**src/rtl/mem_arb_pkg.sv**
```systemverilog
// ----------------------------------------------------------------------------
// mem_arb_pkg
//
// Shared types and constants for the unified memory arbiter:
//   owner_e       - which requester issued a read (fetch or data port)
//   tag_t         - one entry of the read-latency tag pipe {valid, owner}
//   MEM_LAT_MIN/MAX, mem_lat_legal() - legal range of the memory read latency
// ----------------------------------------------------------------------------
package mem_arb_pkg;

  typedef enum logic {
    OWNER_IF = 1'b0,
    OWNER_D  = 1'b1
  } owner_e;

  typedef struct packed {
    logic   valid;
    owner_e owner;
  } tag_t;

  localparam int MEM_LAT_MIN = 1;
  localparam int MEM_LAT_MAX = 4;

  function automatic bit mem_lat_legal(input int lat);
    return (lat >= MEM_LAT_MIN) && (lat <= MEM_LAT_MAX);
  endfunction

endpackage

```
**src/rtl/mem_arb_tag_pipe.sv**
```systemverilog
// ----------------------------------------------------------------------------
// mem_arb_tag_pipe
//
// MEM_LAT-deep shift register of read tags. A tag pushed in the grant cycle
// appears on exit_tag exactly MEM_LAT rising edges later, which is when the
// backing memory presents the matching read data.
//
// Ports:
//   clk       in  clock
//   reset     in  asynchronous active-low clear of every tag
//   push_tag  in  tag entering the pipe this cycle (valid=0 when no read)
//   exit_tag  out tag leaving the pipe this cycle
//   busy      out at least one valid tag is in flight
// ----------------------------------------------------------------------------
module mem_arb_tag_pipe
  import mem_arb_pkg::*;
#(
  parameter int MEM_LAT = 1
) (
  input  logic clk,
  input  logic reset,
  input  tag_t push_tag,
  output tag_t exit_tag,
  output logic busy
);

  if (!mem_lat_legal(MEM_LAT)) begin : g_bad_lat
    $error("mem_arb_tag_pipe: MEM_LAT out of range 1..4");
  end

  tag_t tag_p [MEM_LAT];

  // Stage boundary: one register per cycle of memory read latency.
  always_ff @(posedge clk or negedge reset) begin
    if (!reset) begin
      for (int i = 0; i < MEM_LAT; i++) begin
        tag_p[i] <= '0;
      end
    end else begin
      tag_p[0] <= push_tag;
      for (int i = 1; i < MEM_LAT; i++) begin
        tag_p[i] <= tag_p[i-1];
      end
    end
  end

  assign exit_tag = tag_p[MEM_LAT-1];

  always_comb begin
    busy = 1'b0;
    for (int i = 0; i < MEM_LAT; i++) begin
      busy = busy | tag_p[i].valid;
    end
  end

endmodule

```
**src/rtl/unified_mem_arbiter.sv**
```systemverilog
// ----------------------------------------------------------------------------
// unified_mem_arbiter
//
// Shares one single-ported word memory between the instruction-fetch port and
// the data port of the pipeline. At most one access is granted per cycle; the
// grant drives the memory strobes combinationally. Read ownership is carried
// through a MEM_LAT-deep tag pipe so returning data is flagged to the port
// that issued it.
//
// Build option:
//   ARB_ROUND_ROBIN_EN  defined   -> on contention grant the port not granted
//                                    most recently (1-bit pointer).
//                       undefined -> fixed priority, data over fetch.
//
// Ports:
//   clk, reset                 clock, asynchronous active-low reset
//   if_req/if_addr             fetch read request and byte address
//   if_gnt                     fetch request accepted this cycle
//   if_rvalid/if_rdata         fetch read return
//   d_req/d_we/d_addr          data request, write flag, byte address
//   d_wdata/d_wbyte            write data and byte strobe
//   d_gnt                      data request accepted this cycle
//   d_rvalid/d_rdata           data read return
//   m_read_ready/m_read_address                 memory read strobe, word addr
//   m_write_ready/m_write_address               memory write strobe, word addr
//   m_write_data/m_write_byte                   memory write data, byte strobe
//   m_read_data                memory read data, MEM_LAT cycles after strobe
//   busy                       at least one read outstanding
// ----------------------------------------------------------------------------
module unified_mem_arbiter
  import mem_arb_pkg::*;
#(
  parameter int MEM_LAT = 1,
  parameter int ADDR_W  = 32
) (
  input  logic              clk,
  input  logic              reset,
  input  logic              if_req,
  input  logic [ADDR_W-1:0] if_addr,
  output logic              if_gnt,
  output logic              if_rvalid,
  output logic [31:0]       if_rdata,
  input  logic              d_req,
  input  logic              d_we,
  input  logic [ADDR_W-1:0] d_addr,
  input  logic [31:0]       d_wdata,
  input  logic [3:0]        d_wbyte,
  output logic              d_gnt,
  output logic              d_rvalid,
  output logic [31:0]       d_rdata,
  output logic              m_read_ready,
  output logic [ADDR_W-3:0] m_read_address,
  output logic              m_write_ready,
  output logic [ADDR_W-3:0] m_write_address,
  output logic [31:0]       m_write_data,
  output logic [3:0]        m_write_byte,
  input  logic [31:0]       m_read_data,
  output logic              busy
);

  // Byte-lane bits of the requester addresses are not used by a word memory.
  logic addr_lsb_unused;
  assign addr_lsb_unused = ^{if_addr[1:0], d_addr[1:0]};

  // --------------------------------------------------------------------------
  // Arbitration. Grants are held off while reset is asserted so every output
  // is 0 during reset even with requests pending.
  // --------------------------------------------------------------------------
  logic d_wins;

`ifdef ARB_ROUND_ROBIN_EN
  owner_e last_owner;

  // Data wins when fetch is not asking, or when fetch was granted last.
  assign d_wins = !if_req || (last_owner == OWNER_IF);

  // Reset to fetch-last so data wins the first contention.
  always_ff @(posedge clk or negedge reset) begin
    if (!reset) begin
      last_owner <= OWNER_IF;
    end else if (d_gnt) begin
      last_owner <= OWNER_D;
    end else if (if_gnt) begin
      last_owner <= OWNER_IF;
    end
  end
`else
  assign d_wins = 1'b1;
`endif

  always_comb begin
    d_gnt  = reset & d_req & d_wins;
    if_gnt = reset & if_req & ~d_gnt;
  end

  // --------------------------------------------------------------------------
  // Memory request mux; everything is 0 when nothing is granted.
  // --------------------------------------------------------------------------
  tag_t push_tag;

  always_comb begin
    m_read_ready    = 1'b0;
    m_read_address  = '0;
    m_write_ready   = 1'b0;
    m_write_address = '0;
    m_write_data    = '0;
    m_write_byte    = '0;
    push_tag        = '0;
    if (d_gnt && d_we) begin
      m_write_ready   = 1'b1;
      m_write_address = d_addr[ADDR_W-1:2];
      m_write_data    = d_wdata;
      m_write_byte    = d_wbyte;
    end else if (d_gnt) begin
      m_read_ready   = 1'b1;
      m_read_address = d_addr[ADDR_W-1:2];
      push_tag.valid = 1'b1;
      push_tag.owner = OWNER_D;
    end else if (if_gnt) begin
      m_read_ready   = 1'b1;
      m_read_address = if_addr[ADDR_W-1:2];
      push_tag.valid = 1'b1;
      push_tag.owner = OWNER_IF;
    end
  end

  // --------------------------------------------------------------------------
  // Outstanding-read tracking.
  // --------------------------------------------------------------------------
  tag_t exit_tag;

  mem_arb_tag_pipe #(
    .MEM_LAT (MEM_LAT)
  ) u_tag_pipe (
    .clk      (clk),
    .reset    (reset),
    .push_tag (push_tag),
    .exit_tag (exit_tag),
    .busy     (busy)
  );

  // --------------------------------------------------------------------------
  // Return demux. Read data fans out to both ports; each consumer qualifies
  // it with its own rvalid. Data is forced to 0 only while in reset.
  // --------------------------------------------------------------------------
  always_comb begin
    if_rvalid = exit_tag.valid && (exit_tag.owner == OWNER_IF);
    d_rvalid  = exit_tag.valid && (exit_tag.owner == OWNER_D);
    if_rdata  = reset ? m_read_data : 32'h0;
    d_rdata   = reset ? m_read_data : 32'h0;
  end

endmodule

```
**config.mk**
```make
export PLATFORM = sky130hd
export DESIGN_NAME = unified_mem_arbiter
export DESIGN_NICKNAME = d
export VERILOG_FILES = /design/src/rtl/mem_arb_pkg.sv /design/src/rtl/mem_arb_tag_pipe.sv /design/src/rtl/unified_mem_arbiter.sv
export SDC_FILE = /design/constraint.sdc
export NUM_CORES = 1
export LEC_CHECK = 0
export CORE_AREA = 2 2 118 120
export CTS_CLUSTER_SIZE = 16
export DETAILED_ROUTE_END_ITERATION = 10
export DIE_AREA = 0 0 120 122
export DONT_BUFFER_PORTS = 1
export REMOVE_ABC_BUFFERS = 1
export SKIP_CTS_REPAIR_TIMING = 1
export SYNTH_ARGS = -nofsm -noshare
export SYNTH_HDL_FRONTEND = slang
export SYNTH_SLANG_ARGS = --single-unit
```
**constraint.sdc**
```tcl
create_clock -name clk -period 0.9 [get_ports clk]
set_clock_uncertainty 0.05 [all_clocks]
set_input_delay 0.135 -clock clk [delete_from_list [all_inputs] [get_ports clk]]
set_output_delay 0.135 -clock clk [all_outputs]
set_load 0.05 [all_outputs]
```
Yosys cells after proc, flatten, opt, wreduce, memory -nomap -nowiden

Cells that the tools add are included.

Input bits: 137
Register bits after elaboration: 2
Output and inout port bits: 167
Logic and storage cells: 24

Bitwise gates (word level): 5
Multiplexer cells: 14
Reductions and logical operators: 3

Operators with widths:

| cell              | count |
|---|---|
| $mux 30           | 4 |
| $mux 32           | 2 |
| $mux 2            | 3 |
| $mux 1            | 4 |
| $mux 4            | 1 |
| $and 1x1->1       | 3 |
| $logic_and 1x1->1 | 3 |
| $not 1->1         | 2 |

Depth between registers and ports, before layout

Word-level depth: 6
Gate-level depth with buffers: 5
Mapped depth without buffers: 2

Cells and area by module

From an unflattened synthesis, not the netlist that was laid out.

Cell total of the unflattened synthesis: 259
Area, all modules: 1680.4 µm²

By module, submodules not included:

| module              | instances | cells each | sequential area each (µm²) | area each (µm²) |
|---|---|---|---|---|
| unified_mem_arbiter | 1         | 256        | 0.0                        | 1622.8 |
| mem_arb_tag_pipe    | 1         | 3          | 50.0                       | 57.6 |

Worst setup path after synthesis

OpenSTA, ideal clock, no wires.

Path type: input to output
Start point: in d_req
End point: out m_read_address[10]
Data arrival time: 1744 ps
Buffers on the path: 2
Setup slack: -1029 ps
Stages on the path: 3
Data required time: 715 ps
Cells stage by stage: buf_4 -> clkbuf_1 -> o32ai_1

Longest elaborated chain between the ends: 6
Elaborated cells on any way between the ends: 7
Those cells by class: 3 x mux; 3 x bitwise; 1 x reduce/logical

Ends and longest elaborated chain:

| element         | line                       | source |
|---|---|---|
| start, declared | unified_mem_arbiter.sv:43  | `input logic d_req,` |
| $and 1x1->1 *   | unified_mem_arbiter.sv:92  | `d_gnt = reset & d_req & d_wins;` |
| $not 1->1       | unified_mem_arbiter.sv:93  | `if_gnt = reset & if_req & ~d_gnt;` |
| $and 1x1->1     | unified_mem_arbiter.sv:93  |  |
| $mux 30         | unified_mem_arbiter.sv:119 | `end else if (if_gnt) begin` |
| $mux 30         | unified_mem_arbiter.sv:114 | `end else if (d_gnt) begin` |
| $mux 30 *       | unified_mem_arbiter.sv:109 | `if (d_gnt && d_we) begin` |
| end, declared   | unified_mem_arbiter.sv:52  | `output logic [ADDR_W-3:0] m_read_address,` |

Mark *: on every way between the ends. The rest lies on a longest branch, timed or not.

Final worst setup path

Start point: in d_req
End point: out m_write_data[17]

Longest elaborated chain between the ends: 3

Ends and longest elaborated chain:

| element           | line                       | source |
|---|---|---|
| $and 1x1->1       | unified_mem_arbiter.sv:92  |  |
| $logic_and 1x1->1 | unified_mem_arbiter.sv:109 |  |
| $mux 32           | unified_mem_arbiter.sv:109 |  |
| end, declared     | unified_mem_arbiter.sv:55  | `output logic [31:0] m_write_data,` |

Every way passes these cells.

==> flow_summary.json <==
{
  "report.power.total_mw": 3.64,
  "clock.fmax_ghz": 0.886,
  "die_h_microns": 122,
  "whs_ns": 0.147,
  "ioPinCount": 304,
  "final_util_pct": 36.3,
  "finalCritPeriodShare_pct": 125,
  "ant_nets": 0,
  "finalMaxSlewViolations": 0,
  "wl_per_cell_microns": 22.1,
  "synthToLayoutAreaGrowth_pct": 193,
  "layout-drive-gt1-share_pct": 66.0,
  "cp-end-kind": "output port",
  "dp_slack_ns": -0.189,
  "status": "complete, but fails checks",
  "dpl.hpwl_microns": 9100,
  "wirelength_microns": 11800,
  "grt_setup_unrepaired": "true",
  "criticalPathCategory": "primary input to output port",
  "die_x_microns": 120,
  "cp.arrival_ns": 0.94,
  "rows": 43,
  "grt_overflow": 0,
  "ys_seq_area_share_pct": 3.00,
  "vias_per_cell": 4.18,
  "post-place-cells": 524,
  "die_area_sq_um": 14600,
  "fin_crit_ns": 1.13,
  "clkSinkCount": 2,
  "drc": 0,
  "ys_ff_latch": 2,
  "grt_pass1_vias": 2265,
  "htree_levels": 1,
  "cp_cell_sequence": "and3_4 -> buf_12 -> and2_1 -> buf_12",
  "max_stage_delay_ns": 0.25,
  "fin_area_sq_um": 4900,
  "core_area_sq_um": 13500,
  "p_leak_nw": 1.95,
  "setup_viol": 100,
  "grt_pass1_wl_microns": 14300,
  "crit_family": "simple AND/OR/NAND/NOR gates",
  "drt_pass1_iterations": 4,
  "initial_core_util_pct": 12.4,
  "dr_total_vias": 2236,
  "port_buffers": 0,
  "maxSlewHeadroom_pct": 76.2,
  "required_ns": 0.71,
  "cp_common_cell": "buf_12",
  "dpl-instance-area_sq_um": 4120,
  "synthCells": 258,
  "drt_iter0_drc": 91,
  "syn_area_sq_um": 1670,
  "tns_ns": -15.14,
  "yosys_warnings": 0,
  "cts_tree": "built",
  "violations": "negative setup slack",
  "antenna_found_initial": 1,
  "clockBufferDepth": 2,
  "start_kind": "primary input",
  "layoutNonFillerInstCount": 535,
  "grt.total_usage_pct": 13.3,
  "gp_congestion": 0.818,
  "cap_violations": 0,
  "hp-class": "primary input to asynchronous set/reset pin",
  "vdd_drop_max_mv": 0.386,
  "synthDistinctLibCells": 14,
  "final_nets": 492,
  "cp_max_fo": 38,
  "cp_slowest_cell": "and3_4",
  "cellPowerDensity_nw_per_um2": 744,
  "setup_ws_ns": -0.228,
  "postSynthAreaPerCell_sq_um": 6.47,
  "cts_root_buffer": "clkbuf_16",
  "worst_pin_slew_ns": 0.357,
  "crit_cells": 4,
  "numCtsBuffers": 3,
  "grt_max_degree": 40,
  "cp_num_buf_inv": 2,
  "hold_violations": 0,
  "clk_pin_slew_ns": 0.03
}
[synth_stat cells]
| cell type | count | area, sq um |
|---|---|---|
| a21boi_0 | 1 | 7.51 |
| and2_1 | 99 | 619 |
| and3_4 | 1 | 11.3 |
| buf_2 | 5 | 25.0 |
| buf_4 | 34 | 255 |
| buf_6 | 5 | 56.3 |
| clkbuf_1 | 12 | 45.0 |
| dfrtp_1 | 2 | 50.1 |
| inv_1 | 31 | 116 |
| nand2_1 | 5 | 18.8 |
| nand2b_1 | 30 | 188 |
| nor2_1 | 2 | 7.51 |
| nor2b_1 | 1 | 6.26 |
| o32ai_1 | 30 | 263 |
[flip-flops by register name, summed over array words and instances (netlist names)]
register	count
u_tag_pipe.busy	1
u_tag_pipe.exit_tag	1
[cell type report]
type | count | area (sq um)
Clock buffer | 3 | 75.1
Timing Repair Buffer | 148 | 2630
Antenna cell | 2 | 5.00
Inverter | 31 | 116
Fill cell | 1297 | 8610
Tap cell | 180 | 225
Multi-Input combinational cell | 169 | 1800
Sequential cell | 2 | 50.0
[kinds of logic (layout without fill, tap and decap cells)]
| logic type | after synthesis | in the layout | synth area share (%) |
|---|---|---|---|
| compound gates | 31 | 31 | 16.2 |
| other cells | 0 | 2 | 0 |
| simple gates | 138 | 138 | 51.0 |
| flops | 2 | 2 | 3.00 |
| buf+inv | 87 | 182 | 29.8 |
[report_power, final]
part / leakage (nW) / switching, mW / total [mW] / internal, mW
Combinational: 1.89 / 1.73 / 2.87 / 1.14
Sequential: 0.0265 / 0.00401 / 0.0991 / 0.0951
Clock: 0.0370 / 0.109 / 0.675 / 0.566
Total: 1.95 / 1.84 / 3.64 / 1.80
[cells in the final DEF, fill, tap and decap left out, types with 2 or more instances in the layout]
master,instances
dfrtp_1,2
buf_12,107
diode_2,2
clkbuf_16,5
buf_6,32
o32ai_2,3
inv_1,31
o32ai_4,27
and2_4,49
nand2b_1,30
nand2_1,3
dlygate4sd3_1,2
buf_4,3
buf_8,2
and2_1,50
[metal layers]
metal | routed length (microns) | GRT usage [%] | part of all wire [%] | up-vias
li1 | - | - | - | 982
met1 | 3980 | 13.4 | 34 | 1050
met2 | 6680 | 26.7 | 57 | 200
met3 | 1080 | 3.84 | 9.2 | 4
met4 | 64 | 2.57 | 0.54 | 0
met5 | 0 | 0 | 0 | -
[worst paths after layout]
path                        from                               end
worst min-delay path       reset  u_tag_pipe.exit_tag[0]$_DFF_PN0_
max in group asynchronous  reset         u_tag_pipe.busy$_DFF_PN0_
min in group clk           d_req         u_tag_pipe.busy$_DFF_PN0_
worst max-delay path       d_req                  m_write_data[17]
(Power assumes the default switching activity.)
